==> config.mk <==
export PLATFORM = sky130hd
export DESIGN_NAME = wb_arbiter
export DESIGN_NICKNAME = d
export VERILOG_FILES = /design/src/rtl/wb_arbiter.sv
export SDC_FILE = /design/constraint.sdc
export NUM_CORES = 1
export LEC_CHECK = 0
export ABC_CLOCK_PERIOD_IN_PS = 1750
export BUFFER_PORTS_ARGS = -buffer_cell sky130_fd_sc_hd__buf_2
export CAP_MARGIN = 40
export CORE_MARGIN = 4
export CORE_UTILIZATION = 43
export DETAILED_ROUTE_END_ITERATION = 8
export PLACE_DENSITY = 0.78
export SYNTH_ARGS = -nofsm -noshare
export SYNTH_HDL_FRONTEND = slang
export SYNTH_SLANG_ARGS = --single-unit
==> constraint.sdc <==
create_clock -name clk -period 1.75 [get_ports clk]
set_clock_uncertainty 0.1 [all_clocks]
set_input_delay 0.175 -clock clk [delete_from_list [all_inputs] [get_ports clk]]
set_output_delay 0.175 -clock clk [all_outputs]
set_load 0.02 [all_outputs]
==> src/rtl/wb_arbiter.sv <==
// wb_arbiter: round-robin writeback arbiter for the single regfile write port.
// Grants one of EXU/LSU per cycle, registers the winner onto the regfile port
// and produces a retire pulse plus a retire counter.
// Optional: define WB_PERF_EN to build the conflict_cnt performance counter.
module wb_arbiter #(
    parameter int unsigned XLEN = 32,
    parameter int unsigned RA_W = 5
) (
    input  logic            clk,
    input  logic            rst_n,
    input  logic            flush,
    input  logic            exu_valid,
    output logic            exu_ready,
    input  logic [RA_W-1:0] exu_rd,
    input  logic [XLEN-1:0] exu_data,
    input  logic [XLEN-1:0] exu_pc,
    input  logic            lsu_valid,
    output logic            lsu_ready,
    input  logic [RA_W-1:0] lsu_rd,
    input  logic [XLEN-1:0] lsu_data,
    input  logic [XLEN-1:0] lsu_pc,
    output logic            rf_wen,
    output logic [RA_W-1:0] rf_waddr,
    output logic [XLEN-1:0] rf_wdata,
    output logic            retire_valid,
    output logic [XLEN-1:0] retire_pc,
    output logic [31:0]     retire_cnt,
    output logic [31:0]     conflict_cnt
);

    typedef enum logic {PrioLsu = 1'b0, PrioExu = 1'b1} prio_e;

    prio_e           prio_q, prio_d;
    logic            rf_wen_q, rf_wen_d;
    logic [RA_W-1:0] rf_waddr_q, rf_waddr_d;
    logic [XLEN-1:0] rf_wdata_q, rf_wdata_d;
    logic            retire_valid_q, retire_valid_d;
    logic [XLEN-1:0] retire_pc_q, retire_pc_d;
    logic [31:0]     retire_cnt_q, retire_cnt_d;
    logic            exu_hs, lsu_hs;

    // Grant decode: a side loses only when the other is valid and holds priority.
    always_comb begin
        exu_ready = !flush && !(lsu_valid && prio_q == PrioLsu);
        lsu_ready = !flush && !(exu_valid && prio_q == PrioExu);
        exu_hs    = exu_valid && exu_ready;
        lsu_hs    = lsu_valid && lsu_ready;
    end

    // Next-state: capture the winner, pulse retire, rotate priority.
    always_comb begin
        prio_d         = prio_q;
        rf_wen_d       = 1'b0;
        rf_waddr_d     = rf_waddr_q;
        rf_wdata_d     = rf_wdata_q;
        retire_valid_d = 1'b0;
        retire_pc_d    = retire_pc_q;
        retire_cnt_d   = retire_cnt_q;
        if (flush) begin
            prio_d = PrioLsu;
        end else if (lsu_hs) begin
            prio_d         = PrioExu;
            rf_wen_d       = (lsu_rd != '0);
            rf_waddr_d     = lsu_rd;
            rf_wdata_d     = lsu_data;
            retire_valid_d = 1'b1;
            retire_pc_d    = lsu_pc;
            retire_cnt_d   = retire_cnt_q + 32'd1;
        end else if (exu_hs) begin
            prio_d         = PrioLsu;
            rf_wen_d       = (exu_rd != '0);
            rf_waddr_d     = exu_rd;
            rf_wdata_d     = exu_data;
            retire_valid_d = 1'b1;
            retire_pc_d    = exu_pc;
            retire_cnt_d   = retire_cnt_q + 32'd1;
        end
    end

    // State registers.
    always_ff @(posedge clk or negedge rst_n) begin
        if (!rst_n) begin
            prio_q         <= PrioLsu;
            rf_wen_q       <= 1'b0;
            rf_waddr_q     <= '0;
            rf_wdata_q     <= '0;
            retire_valid_q <= 1'b0;
            retire_pc_q    <= '0;
            retire_cnt_q   <= '0;
        end else begin
            prio_q         <= prio_d;
            rf_wen_q       <= rf_wen_d;
            rf_waddr_q     <= rf_waddr_d;
            rf_wdata_q     <= rf_wdata_d;
            retire_valid_q <= retire_valid_d;
            retire_pc_q    <= retire_pc_d;
            retire_cnt_q   <= retire_cnt_d;
        end
    end

    assign rf_wen       = rf_wen_q;
    assign rf_waddr     = rf_waddr_q;
    assign rf_wdata     = rf_wdata_q;
    assign retire_valid = retire_valid_q;
    assign retire_pc    = retire_pc_q;
    assign retire_cnt   = retire_cnt_q;

`ifdef WB_PERF_EN
    logic [31:0] conflict_cnt_q;

    // Count non-flush cycles where both requesters compete.
    always_ff @(posedge clk or negedge rst_n) begin
        if (!rst_n) begin
            conflict_cnt_q <= '0;
        end else if (!flush && exu_valid && lsu_valid) begin
            conflict_cnt_q <= conflict_cnt_q + 32'd1;
        end
    end

    assign conflict_cnt = conflict_cnt_q;
`else
    assign conflict_cnt = '0;
`endif

endmodule

== Word level (Yosys, flattened, before mapping) ==
Cells that the tools add are included.

* Register bits: 104
* Input bits: 143
* Output and inout port bits: 137

* Add/sub/neg operators: 1
* Multiplexer cells: 17
* Bitwise operators: 2
* Reductions and logical operators: 14

{| class="wikitable"
|+ Operators by type and width
! kind !! count
|-
| $mux W32 || 6
|-
| $add A32 B1 Y32 const B || 1
|-
| $mux W5 || 2
|-
| $reduce_bool A5 Y1 || 2
|-
| $mux W1 || 9
|-
| $logic_and A1 B1 Y1 || 6
|-
| $logic_not A1 Y1 || 3
|-
| $reduce_bool A3 Y1 || 1
|-
| $not A1 Y1 || 2
|-
| $reduce_and A2 Y1 || 1
|-
| $reduce_bool A2 Y1 || 1
|}

== Logic depth before layout (Yosys ltp) ==
* Depth after elaboration: 8
* Gate-level depth with buffers: 6

== Worst setup path before layout ==
No wires, ideal clock.

* Kind: register to register
* Start point: reg prio_q
* End point: reg rf_wdata_q[10] (netlist: rf_wdata[10])
* Library setup time: 133 ps
* Data arrival time: 1501 ps
* Slack: 16 ps
* Stages on the path, launching flop included: 6
* Period minus slack after synthesis: 1734 ps
* Cell sequence: dfrtp_1 -> a21oi_1 -> nand2_1 -> buf_2 -> mux2i_1 -> o21ai_0

* Elaborated cells on any way between the ends: 12
* Those cells by class: mux (1); bitwise (1); reduce/logical (10)

{| class="wikitable"
|+ RTL lines
! item !! RTL line !! source
|-
| start: declaration || 33 || <nowiki>prio_e prio_q, prio_d;</nowiki>
|-
| start signal: assignment || 83 || <nowiki>prio_q <= PrioLsu;</nowiki>
|-
| start signal: assignment || 91 || <nowiki>prio_q <= prio_d;</nowiki>
|-
| $logic_and A1 B1 Y1 * || 45 || <nowiki>lsu_ready = !flush && !(exu_valid && prio_q == PrioExu);</nowiki>
|-
| $logic_not A1 Y1 * || 45 ||
|-
| $logic_and A1 B1 Y1 * || 45 ||
|-
| net lsu_ready || 18 || <nowiki>output logic lsu_ready,</nowiki>
|-
| $logic_and A1 B1 Y1 * || 47 || <nowiki>lsu_hs = lsu_valid && lsu_ready;</nowiki>
|-
| $reduce_bool A2 Y1 (no source line) || - ||
|-
| $reduce_and A2 Y1 (no source line) || - ||
|-
| end signal: assignment || 94 || <nowiki>rf_wdata_q <= rf_wdata_d;</nowiki>
|-
| end: declaration || 36 || <nowiki>logic [XLEN-1:0] rf_wdata_q, rf_wdata_d;</nowiki>
|}

Mark *: on every way through the listed nets, which the timed path passes. The rest lies on a longest branch.
A chain may end at the register's enable or synchronous reset.

== Final worst setup path ==
* Start point: reg retire_cnt_q[0] (netlist: retire_cnt[0])
* End point: reg retire_cnt_q[30] (netlist: retire_cnt[30])

* Longest elaborated chain between the ends: 3

{| class="wikitable"
|+ Ends and longest elaborated chain
! item !! RTL line !! source
|-
| start: declaration || 39 || <nowiki>logic [31:0] retire_cnt_q, retire_cnt_d;</nowiki>
|-
| start signal: assignment || 97 || <nowiki>retire_cnt_q <= retire_cnt_d;</nowiki>
|-
| $add A32 B1 Y32 * || 68, 76 ||
|-
| $mux W32 || 69 || <nowiki>end else if (exu_hs) begin</nowiki>
|-
| $mux W32 * || 61 || <nowiki>end else if (lsu_hs) begin</nowiki>
|}

Mark *: on every way between the ends. The rest lies on a longest branch, timed or not. The select of a mux whose other input is x is not followed.

==> run_results.csv <==
group,metric,value,unit
sta,fin_crit,1.64,ns
routing,route.vias.total,4198,
finish,final_cell_mix,"buf_2, dfrtp_1, nand2_1",
clock_network,cts_root_buf,"clkbuf_16",
die,die_x,116,µm
placed_design,gp_congestion,0.836,
logic_synthesis,syn_inst,475,
run,drv_cap,0,
routing,drtIter0Drc,243,
placed_design,portBuffers,247,
hold_path,holdCritPathClass,"in2reg",
global_route,grt.total_usage,0.191,
finish,diodes,0,
die,rows,39,
finish,fin_area,6670,µm²
setup_path,crit_required,1.87,ns
logic_synthesis,yosys_warnings,0,
sta,setup_viol,0,
clock_network,cts_max_level,3,
routing,wirelength,13200,µm
routing,wl_met2,6630,µm
sta,setup_ws,0.106,ns
global_route,grt_first_pass_wirelength,20400,µm
global_route,grt_start_max_net_pins,63,
routing,ant_nets,0,
die,dieHeight,116,µm
finish,nNetsFinal,866,
finish,multi_input_area,2170,µm²
die,dieArea,13400,µm²
setup_path,worstPathArrival,1.77,ns
routing,vias_per_cell,4.83,
power_and_ir_drop,power_density,955,nW/µm²
finish,drive_above_1_share,0.396,
routing,drc,0,
logic_synthesis,yosys.area_share.simple,0.135,
setup_path,crit_chain,"ha_1, nand2_1, nor4_2, buf_4, nand4_1, xnor2_1",
clock_network,clock_latency,0.34,ns
power_and_ir_drop,p_int,4.27,mW
die,start_util,0.438,
clock_network,clk_pin_slew,0.07,ns
power_and_ir_drop,p_clk_frac,0.299,
routing,routed.top_layer,"met4",
finish,fillerInstances,990,
logic_synthesis,synth_mux_area_frac,0.138,
clock_network,cts_made_buffers,9,
logic_synthesis,synth_compound_area_frac,0.0758,
sta,hold_viol,0,
run_status,outcome,"finished, final reports clean",
setup_path,cpPeakStageDelay,0.41,ns
power_and_ir_drop,pwr-share-seq,0.456,
placed_design,dp_hpwl,10300,µm
power_and_ir_drop,combPwrFrac,0.245,
sta,clock.fmax,0.608,GHz
setup_path,critPathKind,"reg2reg",
setup_path,cp_max_fo,11,
global_route,antenna_found_initial,0,
setup_path,slowest_stage,"dfrtp_1",
routing,wire_per_inst,15.1,µm
die,coreArea,11400,µm²
global_route,grt_overflow,0,
finish,area_growth,33.4,%
power_and_ir_drop,ir_worst_vdd,0.501,mV
setup_path,cp-start-kind,"register",
sta,fin_crit_sh,0.940,
placed_design,postPlaceCellArea,6370,µm²
power_and_ir_drop,p_total,6.37,mW
power_and_ir_drop,power.switching,2.10,mW
logic_synthesis,syn-cell-area,5000,µm²
sta,finalMaxSlewViolations,0,
logic_synthesis,synth_fa_ha_area_frac,0.00250,
clock_network,clock-sinks,104,
sta,tns,0,ns
logic_synthesis,yosysSeqAreaShare,0.520,
power_and_ir_drop,switching_share,0.329,
logic_synthesis,synth_top_family_by_area,"multiplexers",
sta,rsz0062_at_grt,"no",
finish,seq_area,2600,µm²
finish,final_common_cell,"buf_2",
clock_network,tritoncts,"yes",
logic_synthesis,yosysUniqueCellTypes,31,
placed_design,dpl_worst_slack,0.113,ns
power_and_ir_drop,p_leak,3.78,nW
clock_network,clk_path_buf_depth,2,
global_route,grt_pass1_vias,4159,
routing,drtPass1Iterations,4,
logic_synthesis,synth-xor-area-share,0.0543,
logic_synthesis,ys_seq_elements,104,
routing,met3WireLength,989,µm
routing,wl_met1,5410,µm
setup_path,critPathCaptureType,"register",
logic_synthesis,syn_area_per_cell,10.5,µm²
die,ios,280,
path summary, 6_finish.rpt:
| path | endpoint | cells after the start | slack [ns] | from |
|---|---|---|---|---|
| worst max register to register | retire_cnt[30]$_DFFE_PN0P_ | 6 | 0.11 | retire_cnt[0]$_DFFE_PN0P_ |
| worst min register to register | retire_pc[28]$_DFFE_PN0P_ | 2 | 0.37 | retire_pc[28]$_DFFE_PN0P_ |
| worst max-delay path | retire_cnt[30]$_DFFE_PN0P_ | 6 | 0.11 | retire_cnt[0]$_DFFE_PN0P_ |
| min in group asynchronous | retire_cnt[17]$_DFFE_PN0P_ | 3 | 0.27 | rst_n |
| worst min-delay path | retire_pc[4]$_DFFE_PN0P_ | 3 | 0.02 | lsu_pc[4] |
| max in group asynchronous | rf_wdata[27]$_DFFE_PN0P_ | 3 | 1.01 | rst_n |
cell families after synthesis:
family,Yosys count
other,1
XOR/XNOR,31
AND/OR/NAND/NOR,134
adder cells (fa/ha/maj),1
flip-flops,104
AO/OA/AOI/OAI,74
multiplexers,69
buffers and inverters,61
power by group through the flow:
| stage | Combinational (mW) | Sequential (mW) | Clock, mW |
|---|---|---|---|
| 3_3_place_gp | 1.53 | 2.92 | 0 |
| 6_report | 1.56 | 2.91 | 1.90 |
| 2_1_floorplan | 0.559 | 3.29 | 0 |
| 3_5_place_dp | 1.58 | 2.94 | 0 |
| 5_1_grt | 1.70 | 2.95 | 2.05 |
| 4_1_cts | 1.58 | 2.91 | 1.94 |
layout make-up:
class,instances,area share
Multi-Input combinational cell,341,0.325
Inverter,3,0.00169
Timing Repair Buffer,263,0.213
Clock buffer,10,0.0358
Clock inverter,6,0.00657
Sequential cell,104,0.390
Tap cell,143,0.0268
sequential cells by signal, summed over array words and instances, names as in the netlist:
| register | count |
|---|---|
| rf_waddr | 5 |
| retire_cnt | 32 |
| rf_wdata | 32 |
| rf_wen | 1 |
| retire_pc | 32 |
| prio_q | 1 |
| retire_valid | 1 |
Yosys cell counts:
cell,number,area share
and4_1,7,0.012
nor2_2,1,0.0013
nor4_2,3,0.0075
dfrtp_1,104,0.52
nand3_1,7,0.0070
nor2_1,3,0.0023
xnor2_1,26,0.046
and3_1,5,0.0063
inv_1,3,0.0023
xor2_1,5,0.0088
nor3_2,1,0.0020
o21bai_1,1,0.0015
o21a_1,1,0.0015
mux2i_1,69,0.14
o21ai_0,69,0.069
a21oi_1,2,0.0020
buf_4,33,0.050
or2_1,1,0.0013
or4_1,1,0.0015
ha_1,1,0.0025
conb_1,1,0.00075
nand4_1,14,0.018
nor3_1,3,0.0030
a311oi_1,1,0.0018
nor4b_4,1,0.0048
buf_1,6,0.0045
and4bb_2,1,0.0025
and2_1,2,0.0025
nand2_1,84,0.063
buf_2,12,0.012
clkbuf_1,7,0.0053
what timing repair did:
item                                    in CTS  in global routing
gates resized for setup                      0                  1
endpoints found under the setup margin       0                  3
hold endpoints to repair                   104                  0
hold buffers                                 1                  0
setup buffers                                0                  0
routing by layer:
metal / track usage / vias to the layer above
met5: 0 / -
met4: 0.0464 / 0
met3: 0.0292 / 10
met2: 0.337 / 170
met1: 0.246 / 1959
li1: - / 2059
critical path, delay by kind of cell (launching register included):
family / cells / cell delay (ns)
adder cells (fa/ha/maj): 1 / 0.20
AND/OR/NAND/NOR: 3 / 0.45
XOR/XNOR: 1 / 0.15
buffers and inverters: 1 / 0.22
flip-flops: 1 / 0.41
per-stage QoR:
stage                     utilization  cells  hold WS [ns]
after global placement          0.558    853        0.0894
after detailed placement        0.558    853        0.0971
after floorplan                     -    506        -0.221
after CTS                       0.584    870        0.0162
final                           0.584    870        0.0235
after global routing            0.584    870        0.0344
Power figures use the tool's default switching activity.
